[config.mk]
export PLATFORM = sky130hd
export DESIGN_NAME = bcd_counter_fnd_ctrl
export DESIGN_NICKNAME = d
export VERILOG_FILES = /design/src/rtl/bcd_counter_fnd_ctrl.sv
export SDC_FILE = /design/constraint.sdc
export NUM_CORES = 1
export LEC_CHECK = 0
export ABC_AREA = 0
export CORE_ASPECT_RATIO = 1.1
export CORE_MARGIN = 1.5
export CORE_UTILIZATION = 52
export CTS_BUF_LIST = sky130_fd_sc_hd__clkbuf_8
export DETAILED_ROUTE_END_ITERATION = 6
export PLACE_DENSITY_LB_ADDON = 0.2
export SKIP_CTS_REPAIR_TIMING = 1
export SLEW_MARGIN = 0
export SYNTH_ARGS = -nofsm -noshare
export SYNTH_HDL_FRONTEND = slang
export SYNTH_SLANG_ARGS = --single-unit
export TNS_END_PERCENT = 20
[constraint.sdc]
create_clock -name clk -period 2.26 [get_ports clk]
set_clock_uncertainty 0.2 [all_clocks]
set_input_delay 0.339 -clock clk [delete_from_list [all_inputs] [get_ports clk]]
set_output_delay 0.339 -clock clk [all_outputs]
set_load 0.05 [all_outputs]
[src/rtl/bcd_counter_fnd_ctrl.sv]
// ---------------------------------------------------------------------------
// bcd_counter_fnd_ctrl
//
// N-digit BCD up/down counter with a built-in tick prescaler and a
// multiplexed common-anode 7-segment (FND) scan driver.
//
// Optional build macro: LEADING_ZERO_BLANK_EN
//   defined   -> leading zero digits (never digit 0) are driven blank (8'hFF)
//   undefined -> every digit is always displayed, leading zeros included
//
// Parameters:
//   DIGITS   number of BCD digits / FND commons (1..8)
//   CLK_HZ   input clock frequency
//   COUNT_HZ count tick rate  (TICK_DIV = CLK_HZ/COUNT_HZ, >= 2)
//   SCAN_HZ  digit-advance rate (SCAN_DIV = CLK_HZ/SCAN_HZ, >= 2)
//
// Ports:
//   clk        system clock, rising edge
//   rst        asynchronous active-low reset (0 = reset)
//   enable     1 = prescaler runs, counter advances on ticks
//   clear      synchronous clear of counter and tick prescaler
//   mode       0 = count up, 1 = count down (sampled on tick cycles only)
//   load       synchronous parallel load strobe
//   load_bcd   load value, digit k at [4k+3:4k]; digits >9 stored as 9
//   count_bcd  current count (registered)
//   wrap       one-cycle pulse when the count wraps
//   fnd_com    one-cold digit select (0 = digit on)
//   fnd_data   active-low segments {dp,g,f,e,d,c,b,a}; dp always off
// ---------------------------------------------------------------------------
module bcd_counter_fnd_ctrl #(
    parameter int DIGITS   = 4,
    parameter int CLK_HZ   = 100_000_000,
    parameter int COUNT_HZ = 10,
    parameter int SCAN_HZ  = 1000
) (
    input  logic                  clk,
    input  logic                  rst,
    input  logic                  enable,
    input  logic                  clear,
    input  logic                  mode,
    input  logic                  load,
    input  logic [4*DIGITS-1:0]   load_bcd,
    output logic [4*DIGITS-1:0]   count_bcd,
    output logic                  wrap,
    output logic [DIGITS-1:0]     fnd_com,
    output logic [7:0]            fnd_data
);

    localparam int TICK_DIV = CLK_HZ / COUNT_HZ;
    localparam int SCAN_DIV = CLK_HZ / SCAN_HZ;
    localparam int CW       = 4 * DIGITS;
    localparam int TICK_W   = (TICK_DIV > 2) ? $clog2(TICK_DIV) : 1;
    localparam int SCAN_W   = (SCAN_DIV > 2) ? $clog2(SCAN_DIV) : 1;
    localparam int IDX_W    = (DIGITS > 1) ? $clog2(DIGITS) : 1;

    localparam logic [TICK_W-1:0] TICK_LAST = TICK_W'(TICK_DIV - 1);
    localparam logic [SCAN_W-1:0] SCAN_LAST = SCAN_W'(SCAN_DIV - 1);
    localparam logic [IDX_W-1:0]  IDX_LAST  = IDX_W'(DIGITS - 1);

    // Elaboration-time parameter sanity
    if (DIGITS < 1 || DIGITS > 8) begin : g_bad_digits
        $error("bcd_counter_fnd_ctrl: DIGITS must be 1..8");
    end
    if (TICK_DIV < 2) begin : g_bad_tick
        $error("bcd_counter_fnd_ctrl: CLK_HZ/COUNT_HZ must be >= 2");
    end
    if (SCAN_DIV < 2) begin : g_bad_scan
        $error("bcd_counter_fnd_ctrl: CLK_HZ/SCAN_HZ must be >= 2");
    end

    // -----------------------------------------------------------------------
    // BCD helper functions
    // -----------------------------------------------------------------------

    // Ripple-carry BCD increment; all-nines rolls over to zero.
    function automatic logic [CW-1:0] bcd_inc(input logic [CW-1:0] v);
        logic [CW-1:0] r;
        logic          carry;
        r     = v;
        carry = 1'b1;
        for (int k = 0; k < DIGITS; k++) begin
            if (carry) begin
                if (v[4*k +: 4] == 4'd9) begin
                    r[4*k +: 4] = 4'd0;
                end else begin
                    r[4*k +: 4] = v[4*k +: 4] + 4'd1;
                    carry       = 1'b0;
                end
            end else begin
                r[4*k +: 4] = v[4*k +: 4];
            end
        end
        return r;
    endfunction

    // Ripple-borrow BCD decrement; zero rolls under to all nines.
    function automatic logic [CW-1:0] bcd_dec(input logic [CW-1:0] v);
        logic [CW-1:0] r;
        logic          borrow;
        r      = v;
        borrow = 1'b1;
        for (int k = 0; k < DIGITS; k++) begin
            if (borrow) begin
                if (v[4*k +: 4] == 4'd0) begin
                    r[4*k +: 4] = 4'd9;
                end else begin
                    r[4*k +: 4] = v[4*k +: 4] - 4'd1;
                    borrow      = 1'b0;
                end
            end else begin
                r[4*k +: 4] = v[4*k +: 4];
            end
        end
        return r;
    endfunction

    // True when every digit is 9 (increment will wrap).
    function automatic logic bcd_all_nines(input logic [CW-1:0] v);
        logic r;
        r = 1'b1;
        for (int k = 0; k < DIGITS; k++) begin
            r = r & (v[4*k +: 4] == 4'd9);
        end
        return r;
    endfunction

    // True when every digit is 0 (decrement will wrap).
    function automatic logic bcd_all_zero(input logic [CW-1:0] v);
        logic r;
        r = 1'b1;
        for (int k = 0; k < DIGITS; k++) begin
            r = r & (v[4*k +: 4] == 4'd0);
        end
        return r;
    endfunction

    // Clamp any non-BCD nibble to 9 so the count register stays legal.
    function automatic logic [CW-1:0] bcd_saturate(input logic [CW-1:0] v);
        logic [CW-1:0] r;
        for (int k = 0; k < DIGITS; k++) begin
            r[4*k +: 4] = (v[4*k +: 4] > 4'd9) ? 4'd9 : v[4*k +: 4];
        end
        return r;
    endfunction

    // Common-anode segment pattern {dp,g,f,e,d,c,b,a}, active low, dp off.
    function automatic logic [7:0] seg7(input logic [3:0] d);
        logic [7:0] r;
        case (d)
            4'd0:    r = 8'hC0;
            4'd1:    r = 8'hF9;
            4'd2:    r = 8'hA4;
            4'd3:    r = 8'hB0;
            4'd4:    r = 8'h99;
            4'd5:    r = 8'h92;
            4'd6:    r = 8'h82;
            4'd7:    r = 8'hF8;
            4'd8:    r = 8'h80;
            4'd9:    r = 8'h90;
            default: r = 8'hFF;
        endcase
        return r;
    endfunction

    // -----------------------------------------------------------------------
    // State
    // -----------------------------------------------------------------------
    logic [TICK_W-1:0] tick_cnt_r;
    logic              tick_s;
    logic [CW-1:0]     count_r;
    logic [CW-1:0]     count_next_s;
    logic              wrap_r;
    logic              wrap_next_s;
    logic [SCAN_W-1:0] scan_cnt_r;
    logic [IDX_W-1:0]  scan_idx_r;
    logic [3:0]        digit_s;
    logic              blank_s;
    logic [DIGITS-1:0] fnd_com_r;
    logic [7:0]        fnd_data_r;

    assign tick_s = enable & (tick_cnt_r == TICK_LAST);

    // Tick prescaler: runs only while enabled, holds while paused so the
    // period resumes where it left off; clear restarts it. A load does not
    // disturb the prescaler.
    always_ff @(posedge clk or negedge rst) begin
        if (!rst) begin
            tick_cnt_r <= {TICK_W{1'b0}};
        end else if (clear) begin
            tick_cnt_r <= {TICK_W{1'b0}};
        end else if (enable) begin
            if (tick_cnt_r == TICK_LAST) begin
                tick_cnt_r <= {TICK_W{1'b0}};
            end else begin
                tick_cnt_r <= tick_cnt_r + TICK_W'(1);
            end
        end else begin
            tick_cnt_r <= tick_cnt_r;
        end
    end

    // Counter next state, priority clear > load > tick.
    always_comb begin
        count_next_s = count_r;
        wrap_next_s  = 1'b0;
        if (clear) begin
            count_next_s = {CW{1'b0}};
        end else if (load) begin
            count_next_s = bcd_saturate(load_bcd);
        end else if (tick_s) begin
            if (mode) begin
                count_next_s = bcd_dec(count_r);
                wrap_next_s  = bcd_all_zero(count_r);
            end else begin
                count_next_s = bcd_inc(count_r);
                wrap_next_s  = bcd_all_nines(count_r);
            end
        end else begin
            count_next_s = count_r;
        end
    end

    // Count and wrap registers.
    always_ff @(posedge clk or negedge rst) begin
        if (!rst) begin
            count_r <= {CW{1'b0}};
            wrap_r  <= 1'b0;
        end else begin
            count_r <= count_next_s;
            wrap_r  <= wrap_next_s;
        end
    end

    // Free-running scan prescaler and digit index; ignores enable and clear
    // so the display keeps refreshing while the counter is paused.
    always_ff @(posedge clk or negedge rst) begin
        if (!rst) begin
            scan_cnt_r <= {SCAN_W{1'b0}};
            scan_idx_r <= {IDX_W{1'b0}};
        end else if (scan_cnt_r == SCAN_LAST) begin
            scan_cnt_r <= {SCAN_W{1'b0}};
            scan_idx_r <= (scan_idx_r == IDX_LAST) ? {IDX_W{1'b0}}
                                                   : scan_idx_r + IDX_W'(1);
        end else begin
            scan_cnt_r <= scan_cnt_r + SCAN_W'(1);
            scan_idx_r <= scan_idx_r;
        end
    end

    // Select the digit currently being scanned.
    always_comb begin
        digit_s = 4'd0;
        for (int k = 0; k < DIGITS; k++) begin
            digit_s = (IDX_W'(k) == scan_idx_r) ? count_r[4*k +: 4] : digit_s;
        end
    end

`ifdef LEADING_ZERO_BLANK_EN
    // A digit is blank when it and every higher digit are zero; digit 0 is
    // never blanked so a zero count still shows a single "0".
    always_comb begin
        logic higher_zero;
        higher_zero = 1'b1;
        blank_s     = 1'b0;
        for (int k = DIGITS - 1; k >= 0; k--) begin
            higher_zero = higher_zero & (count_r[4*k +: 4] == 4'd0);
            blank_s     = ((k != 0) && (IDX_W'(k) == scan_idx_r)) ? higher_zero
                                                                  : blank_s;
        end
    end
`else
    // Leading zeros are displayed.
    always_comb begin
        blank_s = 1'b0;
    end
`endif

    // Registered FND drive, one clock behind the scan index.
    always_ff @(posedge clk or negedge rst) begin
        if (!rst) begin
            fnd_com_r  <= {DIGITS{1'b1}};
            fnd_data_r <= 8'hFF;
        end else begin
            fnd_com_r  <= ~(DIGITS'(1) << scan_idx_r);
            fnd_data_r <= blank_s ? 8'hFF : seg7(digit_s);
        end
    end

    assign count_bcd = count_r;
    assign wrap      = wrap_r;
    assign fnd_com   = fnd_com_r;
    assign fnd_data  = fnd_data_r;

endmodule
Word level (Yosys, flattened, before mapping)
Memory sizes are Yosys's and may differ from the RTL's. A register that Yosys moved wholly into a read port is not among the register bits.
Index checks and enable logic that the tools add are counted.

storage, ports and cells
  memory bits (read-only) = 112
  memories = 1
  input port bits = 22
  output and inout port bits = 29
  flip-flop bits (word level) = 72
  word-level logic and storage cells = 131

memory list
  memory            depth  width  read ports  clocked after Yosys merged registers in  wr ports  line  source
  (name not given)  16     7      1           1                                        0         149   case (d)

cells by class
  $lt $le $gt $ge = 4
  multiplexer cells = 69
  shifts and indexed selects = 1
  reduce and logical (&&, ||, !) cells = 14
  bitwise operators = 8
  add/sub/neg operators = 11
  equal/unequal tests = 13

operator list
  kind                     count
  $mux W4                  22
  $mux W24                 3
  $mux W16                 4
  $mux W1                  38
  $add A24 B1 Y24 const B  1
  $eq A24 B24 Y1 const B   1
  $add A17 B1 Y17 const B  1
  $eq A17 B17 Y1 const B   1
  $mux W17                 1
  $add A4 B1 Y4 const B    4
  $eq A4 B4 Y1 const B     4
  $gt A4 B4 Y1 const B     4
  $logic_not A4 Y1         4
  $sub A4 B1 Y4 const B    4
  $ne A4 B2 Y1 const B     3
  $reduce_bool A4 Y1       3
  $reduce_and A3 Y1        3
  $and A1 B1 Y1            7
  $eq A2 B2 Y1 const A     2
  $not A4 Y4               1
  $shl A1 B2 Y4 const A    1
  $reduce_bool A3 Y1       1
  $add A2 B1 Y2 const B    1
  $eq A1 B2 Y1 const A     1
  5 further kinds          5

Depth between registers and ports, before layout
  depth after elaboration = 21
  gate-level depth with buffers = 10
  gate-level depth less buffers = 9

Least setup slack after synthesis
Ideal clock, no wire load.

  path kind = reg2reg
  start = reg count_r[9], in the netlist count_bcd[9]
  end = reg count_r[14], in the netlist count_bcd[14]
  arrival time = 2224 ps
  clock period less this slack = 2548 ps
  required time = 1936 ps
  buffers on the path = 0
  setup time = 124 ps
  slack = -288 ps
  cell stages (with the launch flop) = 8
  cells stage by stage = dfrtp_1 > inv_1 > ha_1 > nor4bb_1 > and4_1 > o211ai_1 > o211a_1 > a211o_1

between the ends
  longest elaborated chain between the ends = 9
  elaborated cells between the ends (all ways) = 17
  classes of those cells = 2 x eq/ne; 12 x mux; 3 x reduce/logical

RTL lines
  what                                                                 line     source
  from (decl)                                                          170      logic [CW-1:0] count_r;
  from (signal assigned)                                               226      count_r <= {CW{1'b0}};
  from (signal assigned)                                               229      count_r <= count_next_s;
  $logic_not A4 Y1 or $eq A4 B4 Y1 (tied branches)                     104, 83
  $mux W1 (on tied branches)                                           104, 83
  $mux W1 (on tied branches)                                           103, 82
  $mux W1                                                              211      if (mode) begin
  $mux W1                                                              210      end else if (tick_s) begin
  $mux W1                                                              208      end else if (load) begin
  $mux W1                                                              206      if (clear) begin
  $ne A4 B2 Y1 (no source line) or $reduce_bool A4 Y1 (tied branches)  --
  $reduce_and A3 Y1 (no source line) (*)                               --

Mark *: on every way between the ends. The rest lies on a longest branch, timed or not. The select of a mux whose other input is x is not followed.
A chain may end at the register's enable or synchronous reset.

Worst setup path in the final report
  start = reg scan_cnt_r[13]
  end = reg scan_idx_r[0]

between the ends
  longest elaborated chain between the ends = 1

RTL lines
  what                    line  source
  from (decl)             174   logic [SCAN_W-1:0] scan_cnt_r;
  from (signal assigned)  238   scan_cnt_r <= {SCAN_W{1'b0}};
  from (signal assigned)  241   scan_cnt_r <= {SCAN_W{1'b0}};
  from (signal assigned)  245   scan_cnt_r <= scan_cnt_r + SCAN_W'(1);
  $eq A17 B17 Y1          240   end else if (scan_cnt_r == SCAN_LAST) begin
  to (signal assigned)    239   scan_idx_r <= {IDX_W{1'b0}};
  to (signal assigned)    242   scan_idx_r <= (scan_idx_r == IDX_LAST) ? {IDX_W{1'b0}}
  to (signal assigned)    246   scan_idx_r <= scan_idx_r;
  to (decl)               175   logic [IDX_W-1:0] scan_idx_r;

No other way between the ends.

==> results.md <==
* Vias in the first global route at 4169
* Yosys warning count at 0
* Vias post-DR at 4337
* Iteration-0 DRC Markers at 191
* CTS root buf: clkbuf_8
* Fin crit share at 107%
* Initial antenna violation count at 0
* GRT Total Usage at approximately 26%
* Die span in x at about 94 µm
* Failing checks: negative setup slack
* Post-Synthesis Mean Instance Area at around 9.1 µm²
* Core Util, Final at 68.9%
* Routability cong. at around 0.94
* Syn-to-layout area delta at 29.1%
* Syn_nets at approximately 560
* Initial core utilization at 53.4%
* Final hold slack at 0.297 ns
* CORE AREA at around 9000 µm²
* P_leak at around 2.7 nW
* Seq/Total Area, Yosys at 38.0%
* Most frequent cells in the layout: buf_4 (68), dfrtp_1 (52), nor2_1 (50)
* # placed instances at between 700 and 800
* Unrepaired setup endpoints after global routing: true
* Final Hold Vio Count at 0
* Met2 GRT Util at between 40 and 50%
* Crit Path Max Fanout at 3
* Final WS setup at -0.148 ns
* Nets at 663
* DRC Markers at 0
* R2r startpoint: scan_cnt_r[13]
* PortBufs at 49
* EDFF count, synth at 0
* I/O pin count at 51
* Global-route wire length before repair at approximately 20000 µm
* GR Overflow Total at 0
* N_diodes at 0
* Switch Pwr at just under 1 mW
* Clk sinks at 71
* Top cell type by total area after synthesis: dfrtp_1
* Max Clk Rate at 415 MHz
* Clock slew at reported path FFs at roughly 0.080 ns
* GR Util met3 at 4.50%
* Critical path launch point type: register
* Placement Rows at 36
* Clk_lat worst skew at roughly 0.36 ns
* Worst Setup End Kind: register
* Worst hold stages at 1
* Cts bufs inserted at 9
* Min-delay src: scan_cnt_r[0]
* Worst Tran Pin Value at around 0.6 ns
* Internal at 2.00 mW
* TritonCTS clock tree: done
* Logic gate share of total power at between 20% and 30%
* Vias per cell at approximately 5.9
* R2r worst-path depth at 5
* RR Endpoint: scan_idx_r[0]
* Tot Pwr at 2.97 mW
* Synthesized cell area at 4710 µm²
* # setup viols final at 12
* Part of the power in registers at ~46%
* Asr flop ratio synth at between 90% and 100%
* Post-route minimum period at around 2.4 ns
* Dpl hpwl at 8790 µm
* Slew margin rel. at between 60% and 70%
* Reg2reg setup slack at -0.15 ns
* Clock Power Share at about a third
* Met1 Use GR at between 30 and 40%
* Synthesized flop and latch total at between 70 and 80
* Filler cells at 699
* WHS Endpoint: scan_cnt_r[0]
* Max_cap viols at 0
* WL/cell at between 15 and 20 µm
* Largest net degree at the start of global routing at between 70 and 80
* Most common cell after layout, fill and taps aside: buf_4
* Setup TNS at -1.19 ns
* Synth area leaders: dfrtp_1 (32%), ha_1 (6.4%), dfstp_2 (6.1%)
* Die area at 9640 µm²
* Fraction of layout cells with a size suffix above 1 at roughly a quarter
* H-tree levels at 3
* Critical Path AT at between 2 and 2.5 ns
* Status: finished with violations
* First-pass iteration count of the detailed router at 5
* Main flop type after synthesis: dfrtp_1
* Pwr per Cell Area at 488 nW/µm²
* Critical path type: register to register
* Wire length after detailed routing at approximately 12000 µm
* Synth unique cells at between 60 and 70
* Synth top area share at a little under a third
* DRT antenna net count at 0
* Post-synthesis cell count at between 500 and 600
* Final Max Tran Viols at 0
* Final std cells w/o fill at 736
* Switching Fraction at about a third
* Busiest grt layer: met2
* Clock tree buffer depth at 2
* Die Span Y at 103 µm
* Worst Path Required at 2.31 ns
* Worst vdd ir at around 0.28 mV
* Hold Path Class: register to register
-- synth_stat cells (all sizes together), types with 3 or more instances --
| cell | instances |
|---|---|
| a2111oi | 4 |
| a211oi | 5 |
| a21o | 7 |
| a21oi | 31 |
| a22oi | 6 |
| a2bb2oi | 3 |
| a311oi | 4 |
| a31o | 5 |
| a31oi | 5 |
| and2 | 3 |
| and3 | 10 |
| and4 | 8 |
| buf | 8 |
| clkbuf | 20 |
| dfrtp | 60 |
| dfstp | 11 |
| ha | 24 |
| inv | 31 |
| mux2 | 7 |
| mux2i | 6 |
| nand2 | 30 |
| nand2b | 5 |
| nand3 | 26 |
| nand3b | 8 |
| nand4 | 8 |
| nand4bb | 3 |
| nor2 | 50 |
| nor3 | 9 |
| nor3b | 4 |
| nor4 | 3 |
| nor4b | 6 |
| o211a | 3 |
| o211ai | 6 |
| o21ai | 18 |
| o21bai | 3 |
| o31ai | 9 |
| or2 | 4 |
| xnor2 | 15 |
| xor2 | 21 |
-- per-stage QoR --
step / setup WS, ns / instance area, µm²
CTS: -0.186 / 5920
detailed placement: -0.250 / 5740
finish: -0.148 / 6080
floorplan: -0.158 / 4730
global placement: -0.142 / 5740
global route: -0.242 / 6080
-- worst max-delay path: stages (launching register included) --
cell,delay [ns]
dfrtp_1,0.38
or4b_1,0.53
or4b_4,0.51
nor4_4,0.13
and3_4,0.24
mux2_2,0.33
-- worst max path at each step --
| stage | startpoint | endpoint | slack [ns] | cells after the start |
|---|---|---|---|---|
| 2_1_floorplan | scan_cnt_r[13] | scan_idx_r[1] | -0.16 | 6 |
| 3_3_place_gp | mode | count_bcd[14] | -0.14 | 6 |
| 3_5_place_dp | mode | count_bcd[14] | -0.25 | 6 |
| 4_1_cts | scan_cnt_r[12] | scan_idx_r[0] | -0.19 | 5 |
| 5_1_grt | scan_cnt_r[13] | scan_idx_r[0] | -0.24 | 5 |
| 6_report | scan_cnt_r[13] | scan_idx_r[0] | -0.15 | 5 |
-- power groups by stage --
stage               combinational [mW]  sequential, mW  clock, mW
floorplan                        0.271            1.49          0
global placement                 0.637            1.38          0
detailed placement               0.648            1.39          0
CTS                              0.652            1.36      0.976
global route                     0.711            1.37       1.02
finish                           0.659            1.36      0.947
-- state kept, by name (all words and copies together) (netlist names) --
signal / flops
scan_idx_r: 2
wrap: 1
fnd_com: 4
count_bcd: 16
fnd_data: 7
scan_cnt_r: 17
tick_cnt_r: 24
-- area by class of cell --
type / count / area [µm²] / area share (%)
inverter: 32 / 120 / 1.97
sequential: 71 / 1800 / 29.6
multi-input combinational: 386 / 2790 / 45.8
clock buffer: 9 / 124 / 2.04
clock inverter: 7 / 56.3 / 0.926
timing repair buffer: 117 / 1050 / 17.3
tap: 114 / 143 / 2.35
-- per-layer routing --
metal,vias up,share of wire [%]
met5,-,0
met2,131,52
met4,0,2.7
met3,36,4.1
met1,2102,42
li1,2068,-
-- logic make-up (layout without fill, tap and decap cells) --
group | Yosys count | in the layout | share of synthesized area [%]
simple gates | 188 | 188 | 22.6
compound gates | 124 | 124 | 18.1
flops | 71 | 71 | 38.0
buf+inv | 60 | 165 | 5.13
xor+xnor | 36 | 36 | 6.69
fa+ha+maj | 24 | 24 | 6.37
mux | 13 | 13 | 3.03
other cells | 1 | 1 | 0.0796
Power figures use the tool's default switching activity.
